===== src/rtl/vreg_access_sequencer_pkg.sv =====
// Shared vector-register types: crossbar request format, access kinds and the
// per-port access sequencer state set.
package vreg_access_sequencer_pkg;

  localparam int unsigned NUM_OF_VECTOR_REG = 32;
  localparam int unsigned VECTOR_REG_DEPTH  = 64;
  localparam int unsigned VECTOR_REG_WIDTH  = 64;

  localparam int unsigned VREG_PTR_W = $clog2(NUM_OF_VECTOR_REG);
  localparam int unsigned VREG_AW    = $clog2(VECTOR_REG_DEPTH);

  typedef enum logic {
    READ_REQ  = 1'b0,
    WRITE_REQ = 1'b1
  } access_type_t;

  typedef struct packed {
    logic                        vld;
    logic [VREG_PTR_W-1:0]       vec_reg_ptr;
    logic [VREG_AW-1:0]          addr;
    access_type_t                access_type;
    logic [VREG_AW:0]            access_length;
    logic [VECTOR_REG_WIDTH-1:0] data;
  } cntrl_req_t;

  typedef enum logic [1:0] {
    IDLE  = 2'd0,
    ISSUE = 2'd1,
    DRAIN = 2'd2,
    DONE  = 2'd3
  } seq_state_t;

endpackage


===== src/rtl/vreg_access_sequencer.sv =====
// Per-port sequencer: expands one vector-register access command into single-element
// crossbar requests and tracks outstanding responses. Define VREG_SEQ_TIMEOUT_EN for a stall timeout.
module vreg_access_sequencer
  import vreg_access_sequencer_pkg::*;
#(
  parameter int unsigned NUM_OF_VECTOR_REG = vreg_access_sequencer_pkg::NUM_OF_VECTOR_REG,
  parameter int unsigned VECTOR_REG_DEPTH  = vreg_access_sequencer_pkg::VECTOR_REG_DEPTH,
  parameter int unsigned VECTOR_REG_WIDTH  = vreg_access_sequencer_pkg::VECTOR_REG_WIDTH,
  parameter int unsigned TIMEOUT_CYCLES    = 255
) (
  input  logic                                 clk,
  input  logic                                 reset,
  input  logic                                 cmd_vld,
  output logic                                 cmd_rdy,
  input  logic [$clog2(NUM_OF_VECTOR_REG)-1:0] cmd_reg_ptr,
  input  logic [$clog2(VECTOR_REG_DEPTH)-1:0]  cmd_base_addr,
  input  logic [$clog2(VECTOR_REG_DEPTH):0]    cmd_length,
  input  access_type_t                         cmd_access_type,
  input  logic [VECTOR_REG_WIDTH-1:0]          wr_data,
  input  logic                                 wr_data_vld,
  output logic                                 wr_data_rdy,
  output cntrl_req_t                           req,
  input  logic                                 req_grant,
  input  logic                                 rsp_vld,
  output logic                                 busy,
  output logic                                 done,
  output logic                                 error
);

  localparam int unsigned AW = $clog2(VECTOR_REG_DEPTH);
  localparam int unsigned PW = $clog2(NUM_OF_VECTOR_REG);
  localparam logic [AW-1:0] LAST_ADDR = AW'(VECTOR_REG_DEPTH - 1);
  localparam logic [AW:0]   ONE_LEFT  = 1;

  seq_state_t   state_q;
  logic [PW-1:0] ptr_q;
  access_type_t acc_q;
  logic [AW-1:0] addr_q;
  logic [AW:0]   rem_q;
  logic [AW:0]   outstanding_q;

  logic req_vld;
  logic accept;
  logic rsp_take;
  logic timeout_hit;

  assign req_vld  = (state_q == ISSUE) && ((acc_q == READ_REQ) || wr_data_vld);
  assign accept   = req_vld && req_grant;
  // Responses with nothing outstanding (e.g. left over from before a reset) are dropped.
  assign rsp_take = rsp_vld && (outstanding_q != '0);

`ifdef VREG_SEQ_TIMEOUT_EN
  localparam int unsigned SW = $clog2(TIMEOUT_CYCLES + 1);

  logic [SW-1:0] stall_q;
  logic          stall_now;
  logic          error_q;

  assign stall_now   = ((state_q == ISSUE) && req_vld && !req_grant) ||
                       ((state_q == DRAIN) && !rsp_vld && (outstanding_q != '0));
  assign timeout_hit = stall_now && (stall_q == SW'(TIMEOUT_CYCLES - 1));

  always_ff @(posedge clk or posedge reset) begin
    if (reset) begin
      stall_q <= '0;
      error_q <= 1'b0;
    end else begin
      if (!stall_now || timeout_hit) begin
        stall_q <= '0;
      end else begin
        stall_q <= stall_q + 1'b1;
      end
      if (timeout_hit) begin
        error_q <= 1'b1;
      end else if ((state_q == IDLE) && cmd_vld) begin
        error_q <= 1'b0;
      end
    end
  end

  assign error = error_q;
`else
  assign timeout_hit = 1'b0;
  assign error       = 1'b0;
`endif

  always_ff @(posedge clk or posedge reset) begin
    if (reset) begin
      state_q <= IDLE;
      ptr_q   <= '0;
      acc_q   <= READ_REQ;
      addr_q  <= '0;
      rem_q   <= '0;
    end else begin
      unique case (state_q)
        IDLE: begin
          if (cmd_vld) begin
            ptr_q   <= cmd_reg_ptr;
            acc_q   <= cmd_access_type;
            addr_q  <= cmd_base_addr;
            rem_q   <= cmd_length;
            state_q <= (cmd_length == '0) ? DONE : ISSUE;
          end
        end
        ISSUE: begin
          if (timeout_hit) begin
            state_q <= DONE;
          end else if (accept) begin
            addr_q <= (addr_q == LAST_ADDR) ? '0 : addr_q + 1'b1;
            rem_q  <= rem_q - 1'b1;
            if (rem_q == ONE_LEFT) begin
              state_q <= DRAIN;
            end
          end
        end
        // Exit on the settled count, so the last response is absorbed before done.
        DRAIN: begin
          if ((outstanding_q == '0) || timeout_hit) begin
            state_q <= DONE;
          end
        end
        DONE: begin
          state_q <= IDLE;
        end
      endcase
    end
  end

  always_ff @(posedge clk or posedge reset) begin
    if (reset) begin
      outstanding_q <= '0;
    end else if (timeout_hit) begin
      outstanding_q <= '0;
    end else if (accept && !rsp_take) begin
      outstanding_q <= outstanding_q + 1'b1;
    end else if (!accept && rsp_take) begin
      outstanding_q <= outstanding_q - 1'b1;
    end
  end

  always_comb begin
    req = '0;
    if (state_q == ISSUE) begin
      req.vld           = req_vld;
      req.vec_reg_ptr   = ptr_q;
      req.addr          = addr_q;
      req.access_type   = acc_q;
      req.access_length = rem_q;
      req.data          = wr_data;
    end
  end

  assign cmd_rdy     = (state_q == IDLE) && !reset;
  assign busy        = (state_q != IDLE);
  assign done        = (state_q == DONE);
  assign wr_data_rdy = accept && (acc_q == WRITE_REQ);

endmodule


===== config.mk =====
export PLATFORM = sky130hd
export DESIGN_NAME = vreg_access_sequencer
export DESIGN_NICKNAME = d
export VERILOG_FILES = /design/src/rtl/vreg_access_sequencer_pkg.sv /design/src/rtl/vreg_access_sequencer.sv
export SDC_FILE = /design/constraint.sdc
export NUM_CORES = 1
export LEC_CHECK = 0
export CAP_MARGIN = 20
export CORE_ASPECT_RATIO = 0.75
export CORE_MARGIN = 3
export CORE_UTILIZATION = 35
export DETAILED_ROUTE_END_ITERATION = 12
export PLACE_DENSITY = 0.8
export SLEW_MARGIN = 20
export SYNTH_ARGS = -nofsm -noshare
export SYNTH_HDL_FRONTEND = slang
export SYNTH_SLANG_ARGS = --single-unit

===== constraint.sdc =====
create_clock -name clk -period 3.23 [get_ports clk]
set_input_delay 0.4845 -clock clk [delete_from_list [all_inputs] [get_ports clk]]
set_output_delay 0.4845 -clock clk [all_outputs]
set_load 0.03 [all_outputs]

==> summary.log, run 1 <==
qor: floorplanning.top_level_ports 178
qor: clocking.insertion_delay 0.27 ns
qor: status.run_status finished, final reports clean
qor: clocking.tritoncts done
qor: detailed_routing.ant_nets 0
qor: critical_path.startpoint_type flop
qor: global_route.number_of_global_route_vias_before_repair 2512
qor: place.gpl.final_weighted_congestion 0.906
qor: critical_path.worst-endpoint-arrival 2.49 ns
qor: synth.synth_ff_type sky130_fd_sc_hd__dfrtp_1
qor: place.port_buffers 176
qor: floorplanning.die-height 77.7 microns
qor: power_and_ir_drop.vdd_ir_drop_max 0.000554 V
qor: sta.hold_ws 0.502 ns
qor: critical_path.timing.critical_path.cells inv_1 > ha_2 > buf_6 > clkinvlp_4 > nor2_1 > clkdlybuf4s50_1
qor: clocking.worst_setup_hold_path_clk_slew 0.10 ns
qor: place.detailed_place_hpwl 7.06 mm
qor: synth.avgSynthCellArea 8.37 sq um
qor: global_route.antenna_violations_before_repair 0
qor: run.number_of_violations_of_the_max_capacitance_limit 0
qor: critical_path.worst_path_max_delay_cell sky130_fd_sc_hd__clkdlybuf4s50_1
qor: detailed_routing.tritonroute_pass_1_iters 4
qor: clocking.clk_root_buffer_cell sky130_fd_sc_hd__clkbuf_8
qor: layout.share_of_post_route_cells_with_drive_strength_above_1 6.32%
qor: synth.post_synth_fa_ha_maj_area_fraction 8.13%
qor: power_and_ir_drop.p_leak 1.75 nW
qor: synth.synth.ff_latch_count 28
qor: synth.synthesis.instances 287
qor: synth.synth-compound-area-share 16.8%
qor: clocking.cts_buffers 3
qor: clocking.max-clock-path-buffers 2
qor: synth.synth.yosys.seq_area_share 29.2%
qor: critical_path.critPathKind reg -> out
qor: critical_path.crit_path_max_incr_delay 0.69 ns
qor: layout.layout-area-overhead-vs-synth 79.9%
qor: detailed_routing.wl_per_cell 15.9 microns
qor: layout.mostFrequentLayoutCell sky130_fd_sc_hd__clkdlybuf4s50_1
qor: sta.max_clock_freq 0.336 GHz
qor: layout.final_net_count 564
qor: synth.post_synth_and_or_nand_nor_area_fraction 34.6%
qor: sta.timing.final.crit_share 92.2%
qor: floorplanning.die_width 102 microns
qor: critical_path.worst_setup_path_end_kind output pin
qor: detailed_routing.avgViaCountPerCell 4.96
qor: clocking.hold_buf_count_cts 0
qor: layout.n_antenna_cell 0
qor: layout.count_of_non_filler_cells_in_the_finished_layout 540
qor: floorplanning.core 6470 sq um
qor: sta.rsz0062_at_grt no
qor: clocking.cts_num_sinks 28
qor: floorplanning.core.rowCount 25
qor: detailed_routing.wirelength 8.60 mm
qor: critical_path.largest_driver_fanout_on_the_critical_path 55
qor: global_route.grt_pass1_wl 13.1 mm
qor: sta.slew_viol_final 0
qor: place.place_inst 536
qor: synth.yosys.area_share.xor_xnor 1.82%
qor: synth.post_synth_main_area_contributors sky130_fd_sc_hd__dfrtp_1 (29%), sky130_fd_sc_hd__and2_1 (21%), sky130_fd_sc_hd__ha_1 (7.3%), sky130_fd_sc_hd__mux2_2 (3.8%), sky130_fd_sc_hd__a21oi_1 (2.7%)
qor: synth.synth_top_family_by_area simple AND/OR/NAND/NOR gates
qor: global_route.grt_start_max_net_pins 56
qor: synth.synthDominantCellAreaShare 29.2%
qor: detailed_routing.drt_first_iter_violations 121
qor: floorplanning.floorplan.die_area 7900 sq um
qor: sta.finalSetupViolCount 0
qor: synth.async_reset_ff_share 100%
qor: synth.synth-warning-count 0
qor: synth.number_of_enable_type_register_cells_in_the_synthesized_netlist 0
qor: sta.clock_skew 0.00499 ns
qor: floorplanning.start_util 37.1%
qor: synth.synthMuxAreaShare 5.00%
qor: detailed_routing.detailroute.via_count 2676
qor: global_route.global_route.overflow_total 0
qor: sta.hold_viol_final 0
qor: synth.yosysUniqueCellTypes 51
qor: detailed_routing.drc 0
qor: clocking.clock_tree.htree_level_count 1
qor: synth.net_count_synth 391
qor: synth.mappedNetlistArea 2400 sq um
qor: synth.synthDominantAreaCellType sky130_fd_sc_hd__dfrtp_1
qor: power_and_ir_drop.p_per_area 972 nW/um^2
qor: worst_hold_path.hold_class reg -> reg
qor: global_route.grt_usage 20.6%
qor: layout.final_cell_mix sky130_fd_sc_hd__clkdlybuf4s50_1 (176), sky130_fd_sc_hd__and2_1 (79), sky130_fd_sc_hd__dfrtp_1 (28)
qor: critical_path.cp_data_required_time 2.75 ns
qor: sta.min_period 2.98 ns
## area by class of cell
| type | count | area [sq um] |
|---|---|---|
| fillers | 539 | 2150 |
| flip-flops and latches | 28 | 701 |
| multi-input cells | 233 | 1600 |
| well taps | 81 | 101 |
| inverters | 11 | 45.0 |
| repair buffers | 183 | 1820 |
| clock buffers | 4 | 55.1 |
## through the flow
stage / setup WS [ns] / power, mW / setup TNS, ns / cell area, sq um / utilization [%]
after global routing: 0.0963 / 4.50 / 0 / 4320 / 66.7
final: 0.252 / 4.20 / 0 / 4320 / 66.7
after CTS: 0.0385 / 4.21 / 0 / 4310 / 66.6
after detailed placement: -0.0256 / 3.97 / -0.0256 / 4260 / 65.8
after global placement: 0.153 / 3.92 / 0 / 4260 / 65.8
after floorplan: 0.444 / 2.78 / 0 / 2400 / -
## flip-flops by register name (all words and copies together), names as in the netlist
register	cells
acc_q	1
addr_q	6
outstanding_q	7
ptr_q	5
rem_q	7
state_q	2
## power by group
part	leakage, nW	switching (mW)	internal (mW)
sequential	0.330	0.161	0.538
combinational	1.39	1.84	1.44
clock	0.0288	0.108	0.109
total	1.75	2.11	2.09
## cells by family (layout without fill, tap and decap cells)
| kind of cell | Yosys count | count (layout) |
|---|---|---|
| simple gates | 145 | 145 |
| fa+ha+maj | 15 | 15 |
| compound gates | 56 | 56 |
| mux | 11 | 11 |
| buf+inv | 26 | 198 |
| xor+xnor | 5 | 5 |
| other cells | 1 | 1 |
| flops | 28 | 28 |
## per-layer routing
layer  vias up  GRT usage [%]  wire (microns)
li1       1336              -               -
met3         4           3.50             586
met4         0           1.20              28
met5         -              0               0
met1      1221           28.4            3820
met2       115           35.2            4160
## cells in the mapped netlist, types with 5 or more instances
cell	n
sky130_fd_sc_hd__a21oi_1	13
sky130_fd_sc_hd__and2_1	79
sky130_fd_sc_hd__clkbuf_1	13
sky130_fd_sc_hd__dfrtp_1	28
sky130_fd_sc_hd__ha_1	14
sky130_fd_sc_hd__inv_1	10
sky130_fd_sc_hd__mux2_2	8
sky130_fd_sc_hd__nand2_1	14
sky130_fd_sc_hd__nand3_1	5
sky130_fd_sc_hd__nor2_1	17
sky130_fd_sc_hd__nor3_1	6
sky130_fd_sc_hd__nor4_1	6
sky130_fd_sc_hd__o21ai_0	10
## path summary, 6_finish.rpt
check                                 start          endpoint  slack, ns  cells past startpoint
hold reg to reg            outstanding_q[6]  outstanding_q[6]       0.50                      1
hold / removal             outstanding_q[6]  outstanding_q[6]       0.50                      1
max in group asynchronous             reset        state_q[0]       2.35                      3
setup / recovery                 state_q[1]           req[64]       0.25                      6
setup reg to reg                 state_q[1]  outstanding_q[6]       0.27                     11
min in group asynchronous             reset          ptr_q[0]       0.60                      3
## worst max-delay path, delay by kind of cell (launching register included)
family | cells | cell delay, ns
adders and majority gates | 1 | 0.23
buffers and inverters | 4 | 1.38
DFF | 1 | 0.41
and+or+nand+nor | 1 | 0.18
## timing repair
| item | CTS | global route |
|---|---|---|
| buffers inserted | 0 | 0 |
| resized for setup | 0 | 2 |
| endpoints found under the setup margin | 0 | 4 |
No activity file was read; power rests on OpenSTA's default activity.
==> run 2: changes to the inputs <==
--- a/config.mk
+++ b/config.mk
@@ -5,12 +5,13 @@
 export SDC_FILE = /design/constraint.sdc
 export NUM_CORES = 1
 export LEC_CHECK = 0
+export ABC_AREA = 1
 export CAP_MARGIN = 20
 export CORE_ASPECT_RATIO = 0.75
 export CORE_MARGIN = 3
-export CORE_UTILIZATION = 35
+export CORE_UTILIZATION = 37
 export DETAILED_ROUTE_END_ITERATION = 12
-export PLACE_DENSITY = 0.8
+export PLACE_DENSITY = 0.81
 export SLEW_MARGIN = 20
 export SYNTH_ARGS = -nofsm -noshare
 export SYNTH_HDL_FRONTEND = slang
==> summary.log, run 2 <==
qor: critical_path.worst_path_max_delay_cell sky130_fd_sc_hd__clkdlybuf4s50_1
qor: clocking.insertion_delay 0.28 ns
qor: synth.synth.yosys.seq_area_share 26.5%
qor: critical_path.worst_setup_path_end_kind output pin
qor: layout.layout-area-overhead-vs-synth 72.8%
qor: critical_path.startpoint_type flop
qor: synth.mappedNetlistArea 2640 sq um
qor: critical_path.timing.reg2reg.worst_path_depth 11
qor: sta.timing.final.crit_share 86.8%
qor: power_and_ir_drop.net-switching-power 2.23 mW
qor: synth.post_synth_main_area_contributors sky130_fd_sc_hd__dfrtp_1 (27%), sky130_fd_sc_hd__nand2_1 (26%), sky130_fd_sc_hd__inv_1 (17%), sky130_fd_sc_hd__ha_1 (6.6%), sky130_fd_sc_hd__nand3_1 (3.4%)
qor: clocking.max-clock-path-buffers 2
qor: global_route.number_of_global_route_vias_before_repair 3046
qor: critical_path.cp_data_required_time 2.75 ns
qor: clocking.tritoncts done
qor: floorplanning.top_level_ports 178
qor: detailed_routing.ant_nets 0
qor: synth.async_reset_ff_share 100%
qor: power_and_ir_drop.swShare 53.0%
qor: global_route.grt_usage 19.3%
qor: sta.maxSlewHeadroom 58.9%
qor: critical_path.worst-endpoint-arrival 2.32 ns
qor: synth.number_of_enable_type_register_cells_in_the_synthesized_netlist 0
qor: layout.mostFrequentLayoutCell sky130_fd_sc_hd__nand2_1
qor: clocking.clock_tree.htree_level_count 1
qor: detailed_routing.drc 0
qor: floorplanning.core 6860 sq um
qor: detailed_routing.tritonroute_pass_1_iters 4
qor: global_route.grt_start_max_net_pins 60
qor: detailed_routing.wl_met3 661 microns
qor: critical_path.r2r_start state_q[1]
qor: clocking.clk_root_buffer_cell sky130_fd_sc_hd__clkbuf_8
qor: clocking.post-cts-setup-buffer-count 0
qor: power_and_ir_drop.clock_power_share 6.6%
qor: floorplanning.die_width 104 microns
qor: power_and_ir_drop.seqPwrFrac 17.1%
qor: synth.synth.ff_latch_count 28
qor: critical_path.crit_path_max_incr_delay 0.67 ns
qor: detailed_routing.wirelength 8.10 mm
qor: layout.final_cell_mix sky130_fd_sc_hd__nand2_1 (183), sky130_fd_sc_hd__clkdlybuf4s50_1 (176), sky130_fd_sc_hd__inv_1 (118)
qor: power_and_ir_drop.p_leak 2.65 nW
qor: place.place_worst_setup_slack 0.526 ns
qor: status.run_status finished, final reports clean
qor: floorplanning.core.rowCount 26
qor: sta.finalSetupViolCount 0
qor: sta.hold_ws 0.513 ns
qor: run.number_of_violations_of_the_max_capacitance_limit 0
qor: critical_path.critPathKind reg -> out
qor: layout.share_of_post_route_cells_with_drive_strength_above_1 3.88%
qor: detailed_routing.detailroute.via_count 3174
qor: detailed_routing.met2RoutedLength 3.96 mm
qor: synth.yosysUniqueCellTypes 34
qor: detailed_routing.drt_first_iter_violations 152
qor: sta.clock_skew 0.00532 ns
qor: critical_path.path_delay_family buffers and inverters
qor: critical_path.timing.critical_path.cells inv_1 > ha_4 > buf_4 > inv_1 > nor2_1 > clkdlybuf4s50_1
qor: detailed_routing.met1Wirelength 3.41 mm
qor: synth.avgSynthCellArea 5.89 sq um
qor: clocking.hold_buf_count_cts 0
qor: critical_path.timing.reg2reg.setup_slack 0.72 ns
qor: sta.max_clock_freq 0.357 GHz
qor: synth.yosysMostFrequentCell sky130_fd_sc_hd__nand2_1
qor: power_and_ir_drop.p_int 1.97 mW
qor: layout.top_regs outstanding_q (7), rem_q (7), addr_q (6)
qor: sta.final_critical_path_setup_slack 0.427 ns
qor: clocking.cts_num_sinks 28
qor: layout.final_net_count 723
qor: synth.synthDominantAreaCellType sky130_fd_sc_hd__dfrtp_1
qor: synth.synth_top_cells_by_count sky130_fd_sc_hd__nand2_1 (183), sky130_fd_sc_hd__inv_1 (118), sky130_fd_sc_hd__dfrtp_1 (28), sky130_fd_sc_hd__nor2_1 (21), sky130_fd_sc_hd__nand3_1 (18)
qor: synth.synth-warning-count 0
qor: detailed_routing.wl_per_cell 11.3 microns
qor: worst_hold_path.timing.hold.worst_endpoint ptr_q[4]
qor: layout.design_area 4570 sq um
qor: place.gpl.final_weighted_congestion 0.849
qor: floorplanning.floorplan.die_area 8200 sq um
qor: clocking.cts_buffers 3
qor: global_route.global_route.overflow_total 0
qor: critical_path.timing.critical_path.mode_cell sky130_fd_sc_hd__inv_1
qor: floorplanning.die-height 79.2 microns
qor: layout.fill_cells 597
qor: worst_hold_path.min_from ptr_q[4]
qor: sta.hold_viol_final 0
qor: floorplanning.start_util 38.5%
qor: worst_hold_path.hold_depth 1
qor: layout.finalCoreUtilization 66.5%
qor: layout.n_antenna_cell 0
qor: global_route.grt_pass1_wl 13.5 mm
qor: global_route.antenna_violations_before_repair 0
qor: critical_path.timing.rr.end outstanding_q[4]
qor: clocking.postCtsResizedCells 0
qor: power_and_ir_drop.vdd_ir_drop_max 0.000435 V
qor: place.post_dp_cell_area 4490 sq um
qor: power_and_ir_drop.p_per_area 920 nW/um^2
qor: sta.final.setup.tns 0 ns
qor: detailed_routing.highest-signal-layer met4
qor: detailed_routing.avgViaCountPerCell 4.43
qor: worst_hold_path.hold_class reg -> reg
qor: sta.rsz0062_at_grt no
qor: synth.synth_ff_type sky130_fd_sc_hd__dfrtp_1
qor: sta.slew_viol_final 0
qor: sta.min_period 2.80 ns
qor: place.detailed_place_hpwl 6.53 mm
qor: sta.tightest_slew 0.613 ns
qor: synth.synthesis.instances 449
qor: clocking.worst_setup_hold_path_clk_slew 0.10 ns
qor: power_and_ir_drop.logic_pwr_share 76.2%
qor: critical_path.cp_num_buf_inv 4
qor: synth.synthDominantCellAreaShare 26.5%
qor: critical_path.largest_driver_fanout_on_the_critical_path 25
qor: synth.net_count_synth 553
qor: place.port_buffers 176
## run 2: power by group through the flow
stage / clock network, mW / logic (mW) / registers, mW
finish: 0.278 / 3.20 / 0.720
global route: 0.306 / 3.53 / 0.749
CTS: 0.284 / 3.22 / 0.716
detailed placement: 0 / 3.21 / 0.720
global placement: 0 / 3.13 / 0.716
floorplan: 0 / 2.15 / 0.669
## run 2: cell type report
type	count	area, sq um	area share, %
inverter	119	448	9.81
clock buffer	3	41.3	0.904
sequential	28	701	15.3
clock inverter	1	30.0	0.658
multi-input combinational	287	1420	31.1
timing repair buffer	180	1800	39.5
tap	98	123	2.69
## run 2: worst reg2reg max path: stages, from the launching register on
cell	delay, ns
sky130_fd_sc_hd__dfrtp_1	0.43
sky130_fd_sc_hd__inv_1	0.15
sky130_fd_sc_hd__ha_4	0.30
sky130_fd_sc_hd__and3_1	0.25
sky130_fd_sc_hd__ha_1	0.19
sky130_fd_sc_hd__inv_1	0.13
sky130_fd_sc_hd__ha_1	0.34
sky130_fd_sc_hd__or2_0	0.25
sky130_fd_sc_hd__and2_1	0.18
sky130_fd_sc_hd__nand2_1	0.06
sky130_fd_sc_hd__nand2_1	0.05
sky130_fd_sc_hd__o21ai_1	0.11
## run 2: worst max-delay path by stage
stage                startpoint               end  slack [ns]  cells after the start
floorplan            state_q[1]  outstanding_q[6]        0.96                     14
global placement    wr_data_vld  outstanding_q[6]        0.62                     14
detailed placement  wr_data_vld  outstanding_q[4]        0.53                     12
CTS                  state_q[1]           req[83]        0.42                      6
global route         state_q[1]           req[83]        0.30                      6
finish               state_q[1]           req[83]        0.43                      6
## run 2: cell families (layout without fill, tap and decap cells)
family | Yosys count | in the layout | synth area share, %
and+or+nand+nor | 236 | 236 | 36.2
buffers and inverters | 134 | 303 | 20.3
DFF | 28 | 28 | 26.5
AOI/OAI and AO/OA | 24 | 24 | 5.21
adders and majority gates | 15 | 15 | 7.39
muxes | 7 | 7 | 2.94
xor gates and xnor gates | 4 | 4 | 1.33
other | 1 | 1 | 0.142
## run 2: metal layers
layer | vias to the layer above | global-route usage [%]
li1 | 1625 | -
met1 | 1418 | 23.3
met2 | 123 | 34.8
met3 | 8 | 5.52
met4 | 0 | 3.72
met5 | - | 0
## run 2: per-stage QoR
step	instances	total power [mW]
final	716	4.20
after global routing	716	4.58
after CTS	716	4.22
after detailed placement	712	3.93
after global placement	712	3.85
after floorplan	449	2.82
==> run 3: changes to the inputs <==
--- a/config.mk
+++ b/config.mk
@@ -16,3 +16,4 @@
 export SYNTH_ARGS = -nofsm -noshare
 export SYNTH_HDL_FRONTEND = slang
 export SYNTH_SLANG_ARGS = --single-unit
+export TNS_END_PERCENT = 50
==> results of run 3 <==
Final layout, timing and power as in run 2 (identical DEF).
